[config.mk]
export PLATFORM = sky130hd
export DESIGN_NAME = fsm_sequencer
export DESIGN_NICKNAME = d
export VERILOG_FILES = /design/src/rtl/fsm_sequencer.sv
export SDC_FILE = /design/constraint.sdc
export NUM_CORES = 1
export LEC_CHECK = 0
export BUFFER_PORTS_ARGS = -buffer_cell sky130_fd_sc_hd__buf_2
export CAP_MARGIN = 0
export CORE_AREA = 2 2 39 41
export DETAILED_ROUTE_END_ITERATION = 16
export DIE_AREA = 0 0 41 43
export SYNTH_ARGS = -nofsm -noshare
export SYNTH_HDL_FRONTEND = slang
export SYNTH_SLANG_ARGS = --single-unit
export TNS_END_PERCENT = 20
[constraint.sdc]
create_clock -name clk -period 1.1 [get_ports clk]
set_input_delay 0.055 -clock clk [delete_from_list [all_inputs] [get_ports clk]]
set_output_delay 0.055 -clock clk [all_outputs]
set_load 0.1 [all_outputs]
[src/rtl/fsm_sequencer.sv]
// Parametrised stepping sequencer: N-state index with up/down stepping, wrap or
// saturate at the ends, synchronous load, and a selectable registered output code.
module fsm_sequencer #(
  parameter  int NUM_STATES = 4,
  parameter  int ENCODING   = 0,
  parameter  int WRAP_MODE  = 1,
  localparam int IDX_W      = (NUM_STATES > 2) ? $clog2(NUM_STATES) : 1
) (
  input  logic                  clk,
  input  logic                  reset,
  input  logic                  in,
  input  logic                  dir,
  input  logic                  load,
  input  logic [IDX_W-1:0]      load_idx,
  output logic [NUM_STATES-1:0] out,
  output logic [IDX_W-1:0]      idx,
  output logic                  wrap,
  output logic                  load_err
);

  localparam logic [IDX_W-1:0] LAST_IDX = IDX_W'(NUM_STATES - 1);

  logic [IDX_W-1:0]      r_idx;
  logic [NUM_STATES-1:0] r_out;
  logic                  r_wrap;
  logic                  r_load_err;

  logic [IDX_W-1:0]      w_cur_idx;
  logic [IDX_W-1:0]      w_next_idx;
  logic                  w_next_wrap;
  logic                  w_next_err;

  // Out-of-range indices are treated as state 0 so the output is always a legal code.
  function automatic logic [NUM_STATES-1:0] encode(input logic [IDX_W-1:0] k_in);
    logic [IDX_W-1:0]      k;
    logic [NUM_STATES-1:0] code;
    k    = (int'(k_in) < NUM_STATES) ? k_in : '0;
    code = '0;
    case (ENCODING)
      1:       code = NUM_STATES'(1) << k;
      2:       code = NUM_STATES'(1) << (LAST_IDX - k);
      3:       code = NUM_STATES'(k ^ (k >> 1));
      default: code = NUM_STATES'(k);
    endcase
    return code;
  endfunction

  always_comb begin
    w_cur_idx   = (int'(r_idx) < NUM_STATES) ? r_idx : '0;
    w_next_idx  = r_idx;
    w_next_wrap = 1'b0;
    w_next_err  = 1'b0;
    if (load) begin
      if (int'(load_idx) < NUM_STATES) begin
        w_next_idx = load_idx;
      end else begin
        w_next_err = 1'b1;
      end
    end else if (in) begin
      if (!dir) begin
        if (w_cur_idx != LAST_IDX) begin
          w_next_idx = w_cur_idx + 1'b1;
        end else if (WRAP_MODE != 0) begin
          w_next_idx  = '0;
          w_next_wrap = 1'b1;
        end else begin
          w_next_idx = w_cur_idx;
        end
      end else begin
        if (w_cur_idx != '0) begin
          w_next_idx = w_cur_idx - 1'b1;
        end else if (WRAP_MODE != 0) begin
          w_next_idx  = LAST_IDX;
          w_next_wrap = 1'b1;
        end else begin
          w_next_idx = w_cur_idx;
        end
      end
    end
  end

  always_ff @(posedge clk) begin
    if (reset) begin
      r_idx      <= '0;
      r_out      <= encode('0);
      r_wrap     <= 1'b0;
      r_load_err <= 1'b0;
    end else begin
      r_idx      <= w_next_idx;
      r_out      <= encode(w_next_idx);
      r_wrap     <= w_next_wrap;
      r_load_err <= w_next_err;
    end
  end

  assign idx      = r_idx;
  assign out      = r_out;
  assign wrap     = r_wrap;
  assign load_err = r_load_err;

endmodule

==> qor.yml, run 1 <==
p_int_mw: 0.347
ant_nets: 0
hold_buffers: 0
track_usage_pct: 7.81
cts_buffer_depth: 2
antenna-diode-count: 0
synth-edff-count: 0
cts_max_level: 1
mostFrequentLayoutCell: "buf_2"
p_leak_nw: 0.181
clock-sinks: 3
insertion_delay_ns: 0.24
async_reset_ff_share_pct: 0
cts_buffers: 3
grt_antenna_before_repair: 0
die_w_um: 41
syn_area_sq_um: 226
yosys_warnings: 0
max_cap_violations: 0
setup_violations: 2
cp.arrival_ns: 1.35
synth_ff_type: "dfxtp_1"
dieArea_sq_um: 1760
io_buffers: 11
post-route-drc-count: 0
firstDrtPassIters: 2
place_worst_setup_slack_ns: -0.0628
clk_root_buffer_cell: "clkbuf_4"
p_per_area_nw_per_um2: 1500
synth_cell_types: 16
core-area_sq_um: 1380
drt-total-wl_um: 511
dp_hpwl_um: 392
pwr-share-clk_pct: 33.1
cp_data_required_time_ns: 1.27
fp-row-count: 14
ys_seq_area_share_pct: 26.5
syn_to_final_growth_pct: 77.9
switching_power_mw: 0.257
seq_power_share_pct: 20.5
peakVddDrop_uv: 662
gp_congestion: 0.772
outcome: "finished, violations left"
rsz0062_at_grt: "true"
avgSynthCellArea_sq_um: 8.71
first_global_vias: 221
critPathLaunchType: "flop"
grt-ovfl-total: 0
initial_core_util_pct: 16.4
cts_tree: "yes"
routed_via_density: 3.98
layout_common_cells: "buf_2, buf_12, conb_1, clkbuf_4"
grt_max_degree: 6
grt_first_pass_wirelength_um: 855
io_pins: 15
clock_skew_ns: 0.00127
hp-class: "primary input to flop"
nNetsFinal: 50
place_area_sq_um: 369
num_vias: 223
drive_gt1_share_pct: 62.5
combPwrFrac_pct: 46.5
utilization_pct: 29.1
drv_slew: 0
critical_path_class: "flop to flop"
clk_pin_slew_ns: 0.04
min_period_ns: 1.18
fin_crit_sh_pct: 108
synthCells: 26
fin_setup_tns_ns: -0.112
hold_viol: 0
p_sw_share_pct: 42.6
ys_ff_latch: 3
cp_max_fo: 3
drtIter0Drc: 4
die_height_um: 43
violations: "negative setup slack"
drt-wirelength-per-cell_um: 9.13
fin_area_sq_um: 403
setup_slack_ns: -0.0842
whs_ns: 0.0144
fmax_ghz: 0.844
end_kind: "flop"
==> cell usage after synthesis, types with 2 or more instances <==
master | number | share of area, %
ha_1 | 2 | 11
buf_4 | 5 | 17
nand2_1 | 2 | 3.3
inv_1 | 3 | 5.0
dfxtp_1 | 3 | 27
==> registers in the layout (all words and copies together) (netlist names) <==
signal / count
out: 2
wrap: 1
==> critical path, cell delays in order, from the launching register on <==
cell	delay, ns
dfxtp_4	0.36
inv_4	0.04
ha_4	0.24
xnor2_2	0.12
a211o_1	0.26
a21oi_2	0.10
==> power by group through the flow <==
stage,Sequential (mW),Combinational [mW],Clock [mW]
finish,0.124,0.281,0.200
global route,0.124,0.295,0.225
CTS,0.124,0.271,0.211
detailed placement,0.126,0.271,0
global placement,0.126,0.269,0
floorplan,0.176,0.149,0
==> area by class of cell <==
type / count / area [sq um]
multi-input cells: 17 / 145
well taps: 16 / 20.0
fillers: 157 / 981
repair buffers: 13 / 130
clock buffers: 4 / 26.3
inverters: 3 / 13.8
flip-flops and latches: 3 / 67.6
==> kinds of logic after synthesis <==
group | share of synthesized area, %
compound gates | 21.5
xor+xnor | 3.87
fa+ha+maj | 11.0
buf+inv | 21.5
flops | 26.5
other cells | 1.66
simple gates | 13.8
==> routing by layer <==
| metal | vias up | wire length (um) | GRT usage, % |
|---|---|---|---|
| met5 | - | 0 | 0 |
| met4 | 0 | 0 | 4.00 |
| met3 | 0 | 62 | 6.28 |
| met2 | 15 | 266 | 11.3 |
| met1 | 99 | 182 | 7.64 |
| li1 | 109 | - | - |
==> final timing paths <==
kind	startpoint	to	slack, ns	depth (start not counted)
worst min-delay path	reset	out[1]	0.01	2
worst max-delay path	out[0]	out[1]	-0.08	5
worst max register to register	out[0]	out[1]	-0.08	5
worst min register to register	out[1]	out[1]	0.64	3
==> timing repair <==
action,4_1_cts,5_1_grt
setup buffers,0,0
gates resized for setup,0,1
setup endpoints to repair,2,2
cloned,0,0
==> through the flow <==
stage                     total power [mW]  std cells
after floorplan                      0.325         28
after global placement               0.395         52
after detailed placement             0.396         52
after CTS                            0.607         56
after global routing                 0.644         56
final                                0.604         56
Power figures use the tool's default switching activity.
==> run 2, diff against run 1 <==
--- a/config.mk
+++ b/config.mk
@@ -8,6 +8,7 @@
 export BUFFER_PORTS_ARGS = -buffer_cell sky130_fd_sc_hd__buf_2
 export CAP_MARGIN = 0
 export CORE_AREA = 2 2 39 41
+export CTS_BUF_LIST = sky130_fd_sc_hd__clkbuf_4 sky130_fd_sc_hd__clkbuf_8 sky130_fd_sc_hd__clkbuf_16
 export DETAILED_ROUTE_END_ITERATION = 16
 export DIE_AREA = 0 0 41 43
 export SYNTH_ARGS = -nofsm -noshare
==> run 2 against run 1 <==
- the run still ends with negative setup slack left
- maximum frequency barely moved
- first-iteration DRC count did not move
- combinational power barely moved
- wire length fell by 5.5%
- clock-buffer cell count did not move
- clock skew fell by 0.00053 ns
- critical path type unchanged
- critical endpoint unchanged
- largest cell class unchanged
==> qor.yml, run 2 (synthesis gave the netlist of run 1 again) <==
peakVddDrop_uv: 662
track_usage_pct: 7.22
reg2reg_slack_ns: -0.08
num_vias: 222
dieArea_sq_um: 1760
cp.depth: 5
routed_via_density: 3.96
gp_congestion: 0.772
grt_max_degree: 6
antenna-diode-count: 0
startpoint: "out[0]"
hp-class: "primary input to flop"
grt-ovfl-total: 0
largest_register_ffs: 2
slowest_stage: "dfxtp_4"
post-route-drc-count: 0
violations: "negative setup slack"
mostFrequentLayoutCell: "buf_2"
place_worst_setup_slack_ns: -0.0628
clock-sinks: 3
io_pins: 15
dp_hpwl_um: 392
cp_data_required_time_ns: 1.27
die_w_um: 41
outcome: "finished, violations left"
critical_path_class: "flop to flop"
cp-endpoint: "out[1]"
critPathBufInv: 1
syn_to_final_growth_pct: 79.6
clock_skew_ns: 0.000748
r2r-start: "out[0]"
drv_slew: 0
grt_first_pass_wirelength_um: 793
cts_buffer_depth: 2
layout_common_cells: "buf_2, clkbuf_4, buf_12"
grt_antenna_before_repair: 0
clk_pin_slew_ns: 0.04
postCtsSetupBuffers: 0
fin_setup_tns_ns: -0.110
max_stage_delay_ns: 0.36
end_kind: "flop"
fin_crit_sh_pct: 108
nNetsFinal: 50
die_height_um: 43
setup_violations: 2
drt-wirelength-per-cell_um: 8.63
cts_tree: "yes"
p_per_area_nw_per_um2: 1540
whs_ns: 0.0143
clk_root_buffer_cell: "clkbuf_4"
firstDrtPassIters: 2
critPathLaunchType: "flop"
p_leak_nw: 0.185
setup_slack_ns: -0.0837
layoutNonFillerInstCount: 56
cts_buffers: 3
first_global_vias: 209
io_buffers: 11
drtIter0Drc: 4
hold_buffers: 0
cts_max_level: 1
insertion_delay_ns: 0.24
fp-row-count: 14
r2r-end: "out[1]"
ant_nets: 0
min_period_ns: 1.18
drt-total-wl_um: 483
fmax_ghz: 0.845
initial_core_util_pct: 16.4
max_cap_violations: 0
critical_path.top_delay_family: "flip-flops"
core-area_sq_um: 1380
drive_gt1_share_pct: 65.0
hold_viol: 0
cp.arrival_ns: 1.35
rsz0062_at_grt: "true"
worstPathCellList: "inv_4, ha_4, xnor2_2, a211o_1, a21oi_2"
cp_max_fo: 3
dp_cells: 52
cts_resized: 0
r2r_cells: 5
[run 2: power breakdown]
part / internal (mW) / switching [mW]
logic: 0.0947 / 0.186
registers: 0.116 / 0.00767
clock network: 0.161 / 0.0629
[run 2: metrics by stage]
stage / utilization [%] / total power, mW / area [sq um]
finish: 29.4 / 0.628 / 407
global route: 29.4 / 0.662 / 407
CTS: 28.8 / 0.626 / 399
detailed placement: 26.7 / 0.396 / 369
global placement: 26.7 / 0.395 / 369
floorplan: - / 0.325 / 256
[run 2: worst min path at each step]
| stage | start | to | slack, ns | cells past startpoint |
|---|---|---|---|---|
| final | reset | out[1] | 0.01 | 2 |
| after global routing | reset | out[1] | 0.01 | 2 |
| after CTS | reset | out[1] | 0.009 | 2 |
| after detailed placement | reset | out[1] | 0.26 | 2 |
| after global placement | reset | out[1] | 0.25 | 2 |
| after floorplan | reset | out[1] | 0.11 | 1 |
[run 2: per-layer routing]
metal | wire length, um | vias up | part of all wire [%] | global-route usage [%]
met2 | 238 | 15 | 49 | 9.38
met5 | 0 | - | 0 | 0
met4 | 0 | 0 | 0 | 4.00
met3 | 62 | 0 | 13 | 6.28
li1 | - | 109 | - | -
met1 | 182 | 98 | 38 | 7.69
[run 2: final cells by class]
cell class,instances,area (sq um)
Clock buffer,4,30.0
Fill cell,156,977
Inverter,3,13.8
Multi-Input combinational cell,17,145
Sequential cell,3,67.6
Tap cell,16,20.0
Timing Repair Buffer,13,130
==> run 3, diff against run 2 <==
--- a/config.mk
+++ b/config.mk
@@ -11,6 +11,7 @@
 export CTS_BUF_LIST = sky130_fd_sc_hd__clkbuf_4 sky130_fd_sc_hd__clkbuf_8 sky130_fd_sc_hd__clkbuf_16
 export DETAILED_ROUTE_END_ITERATION = 16
 export DIE_AREA = 0 0 41 43
+export PLACE_DENSITY = 0.46
 export SYNTH_ARGS = -nofsm -noshare
 export SYNTH_HDL_FRONTEND = slang
 export SYNTH_SLANG_ARGS = --single-unit
==> run 3 against run 2 <==
- the flow still finishes with violations (negative setup slack)
- sequential cell count is the same
- first-iteration DRC count is the same
- cell count is the same
- clock-buffer cell count is the same
- die area is the same
- critical path depth is the same
- wire length grew 1.7%
- critical endpoint unchanged
- largest cell class unchanged
==> qor.yml, run 3 (synthesis gave the netlist of run 1 again) <==
outcome: "finished, violations left"
violations: "negative setup slack"
startpoint: "out[0]"
largest_register_ffs: 2
max_cap_violations: 0
grt-ovfl-total: 0
p_sw_share_pct: 40.9
place_worst_setup_slack_ns: -0.0749
die_height_um: 43
r2r_cells: 5
post-route-drc-count: 0
firstDrtPassIters: 4
setup_violations: 2
track_usage_pct: 6.42
clk_pin_slew_ns: 0.04
grt_first_pass_wirelength_um: 676
cp.arrival_ns: 1.35
max_stage_delay_ns: 0.35
cts_buffers: 3
mostFrequentLayoutCell: "buf_2"
end_kind: "flop"
postCtsSetupBuffers: 0
initial_core_util_pct: 16.4
multi_input_area_sq_um: 138
cts_resized: 0
final-seq-area_sq_um: 67.6
insertion_delay_ns: 0.23
worstPathCellList: "inv_4, ha_4, xnor2_1, a211o_1, a21oi_2"
p_leak_nw: 0.179
dp_cells: 52
dieArea_sq_um: 1760
pwr-share-clk_pct: 36.1
cp_data_required_time_ns: 1.26
drt-wirelength-per-cell_um: 8.77
hold_buffers: 0
fp-row-count: 14
seq_power_share_pct: 19.8
first_global_vias: 182
r2r-start: "out[0]"
drtIter0Drc: 4
fmax_ghz: 0.845
grt_max_degree: 6
cts_buffer_depth: 2
cp_max_fo: 3
grt_antenna_before_repair: 0
nNetsFinal: 50
clk_root_buffer_cell: "clkbuf_4"
critical_path_class: "flop to flop"
slowest_stage: "dfxtp_4"
clock_skew_ns: 0.00146
hp-class: "primary input to flop"
drt-total-wl_um: 491
dp_hpwl_um: 425
num_vias: 231
io_buffers: 11
p_int_mw: 0.365
setup_slack_ns: -0.0831
combPwrFrac_pct: 44.1
syn_to_final_growth_pct: 76.2
clock-sinks: 3
cts_max_level: 1
drive_gt1_share_pct: 62.5
die_w_um: 41
layoutNonFillerInstCount: 56
critPathLaunchType: "flop"
layout_common_cells: "buf_2, clkbuf_4, buf_12"
hold_viol: 0
peakVddDrop_uv: 351
fin_crit_sh_pct: 108
antenna-diode-count: 0
fill_cells: 146
cts_tree: "yes"
p_per_area_nw_per_um2: 1550
core-area_sq_um: 1380
routed_via_density: 4.13
rsz0062_at_grt: "true"
io_pins: 15
drv_slew: 0
hold_depth: 2
min_period_ns: 1.18
switching_power_mw: 0.253
ant_nets: 0
gp_congestion: 0.667
hp-start: "reset"
-- run 3: cell types whose count changed in the layout (fill, tap and decap cells not counted) --
| cell | before | now |
|---|---|---|
| xnor2_2 | 1 | 0 |
| xnor2_1 | 0 | 1 |
-- run 3: final timing paths --
check	to	slack, ns
hold reg to reg	wrap	0.69
setup / recovery	out[1]	-0.08
hold / removal	out[1]	0.02
setup reg to reg	out[1]	-0.08
-- run 3: power by group through the flow --
| stage | Sequential, mW | Combinational [mW] | Clock [mW] |
|---|---|---|---|
| after floorplan | 0.176 | 0.149 | 0 |
| after global placement | 0.124 | 0.273 | 0 |
| after detailed placement | 0.124 | 0.274 | 0 |
| after CTS | 0.123 | 0.274 | 0.228 |
| after global routing | 0.124 | 0.282 | 0.237 |
| final | 0.122 | 0.272 | 0.223 |
-- run 3: metal layers --
layer	GRT usage (%)	wire [um]	vias up
met1	5.77	160	111
li1	-	-	107
met3	6.28	61	0
met5	0	0	-
met4	4.00	0	0
met2	8.75	269	13
-- run 3: final cells by class --
type	count	share of cell area (%)
multi-input combinational	17	34.5
clock buffer	4	7.52
inverter	3	3.45
tap	16	5.02
timing repair buffer	13	32.6
sequential	3	16.9
-- run 3: per-stage QoR --
stage / hold WS (ns) / total power [mW] / setup TNS (ns) / utilization [%] / area (sq um)
final: 0.0216 / 0.617 / -0.0896 / 28.8 / 399
after global routing: 0.0147 / 0.643 / -0.206 / 28.8 / 399
after CTS: 0.0167 / 0.625 / -0.111 / 28.8 / 399
after detailed placement: 0.262 / 0.398 / -0.0896 / 26.7 / 369
after global placement: 0.266 / 0.398 / -0.109 / 26.7 / 369
after floorplan: 0.108 / 0.325 / -0.484 / - / 256
-- run 3: critical path: cells and delay by family, from the launching register on --
| family | cells | cell delay, ns |
|---|---|---|
| AO/OA/AOI/OAI | 2 | 0.37 |
| XOR/XNOR | 1 | 0.12 |
| adder cells (fa/ha/maj) | 1 | 0.22 |
| buffers and inverters | 1 | 0.04 |
| flip-flops | 1 | 0.35 |
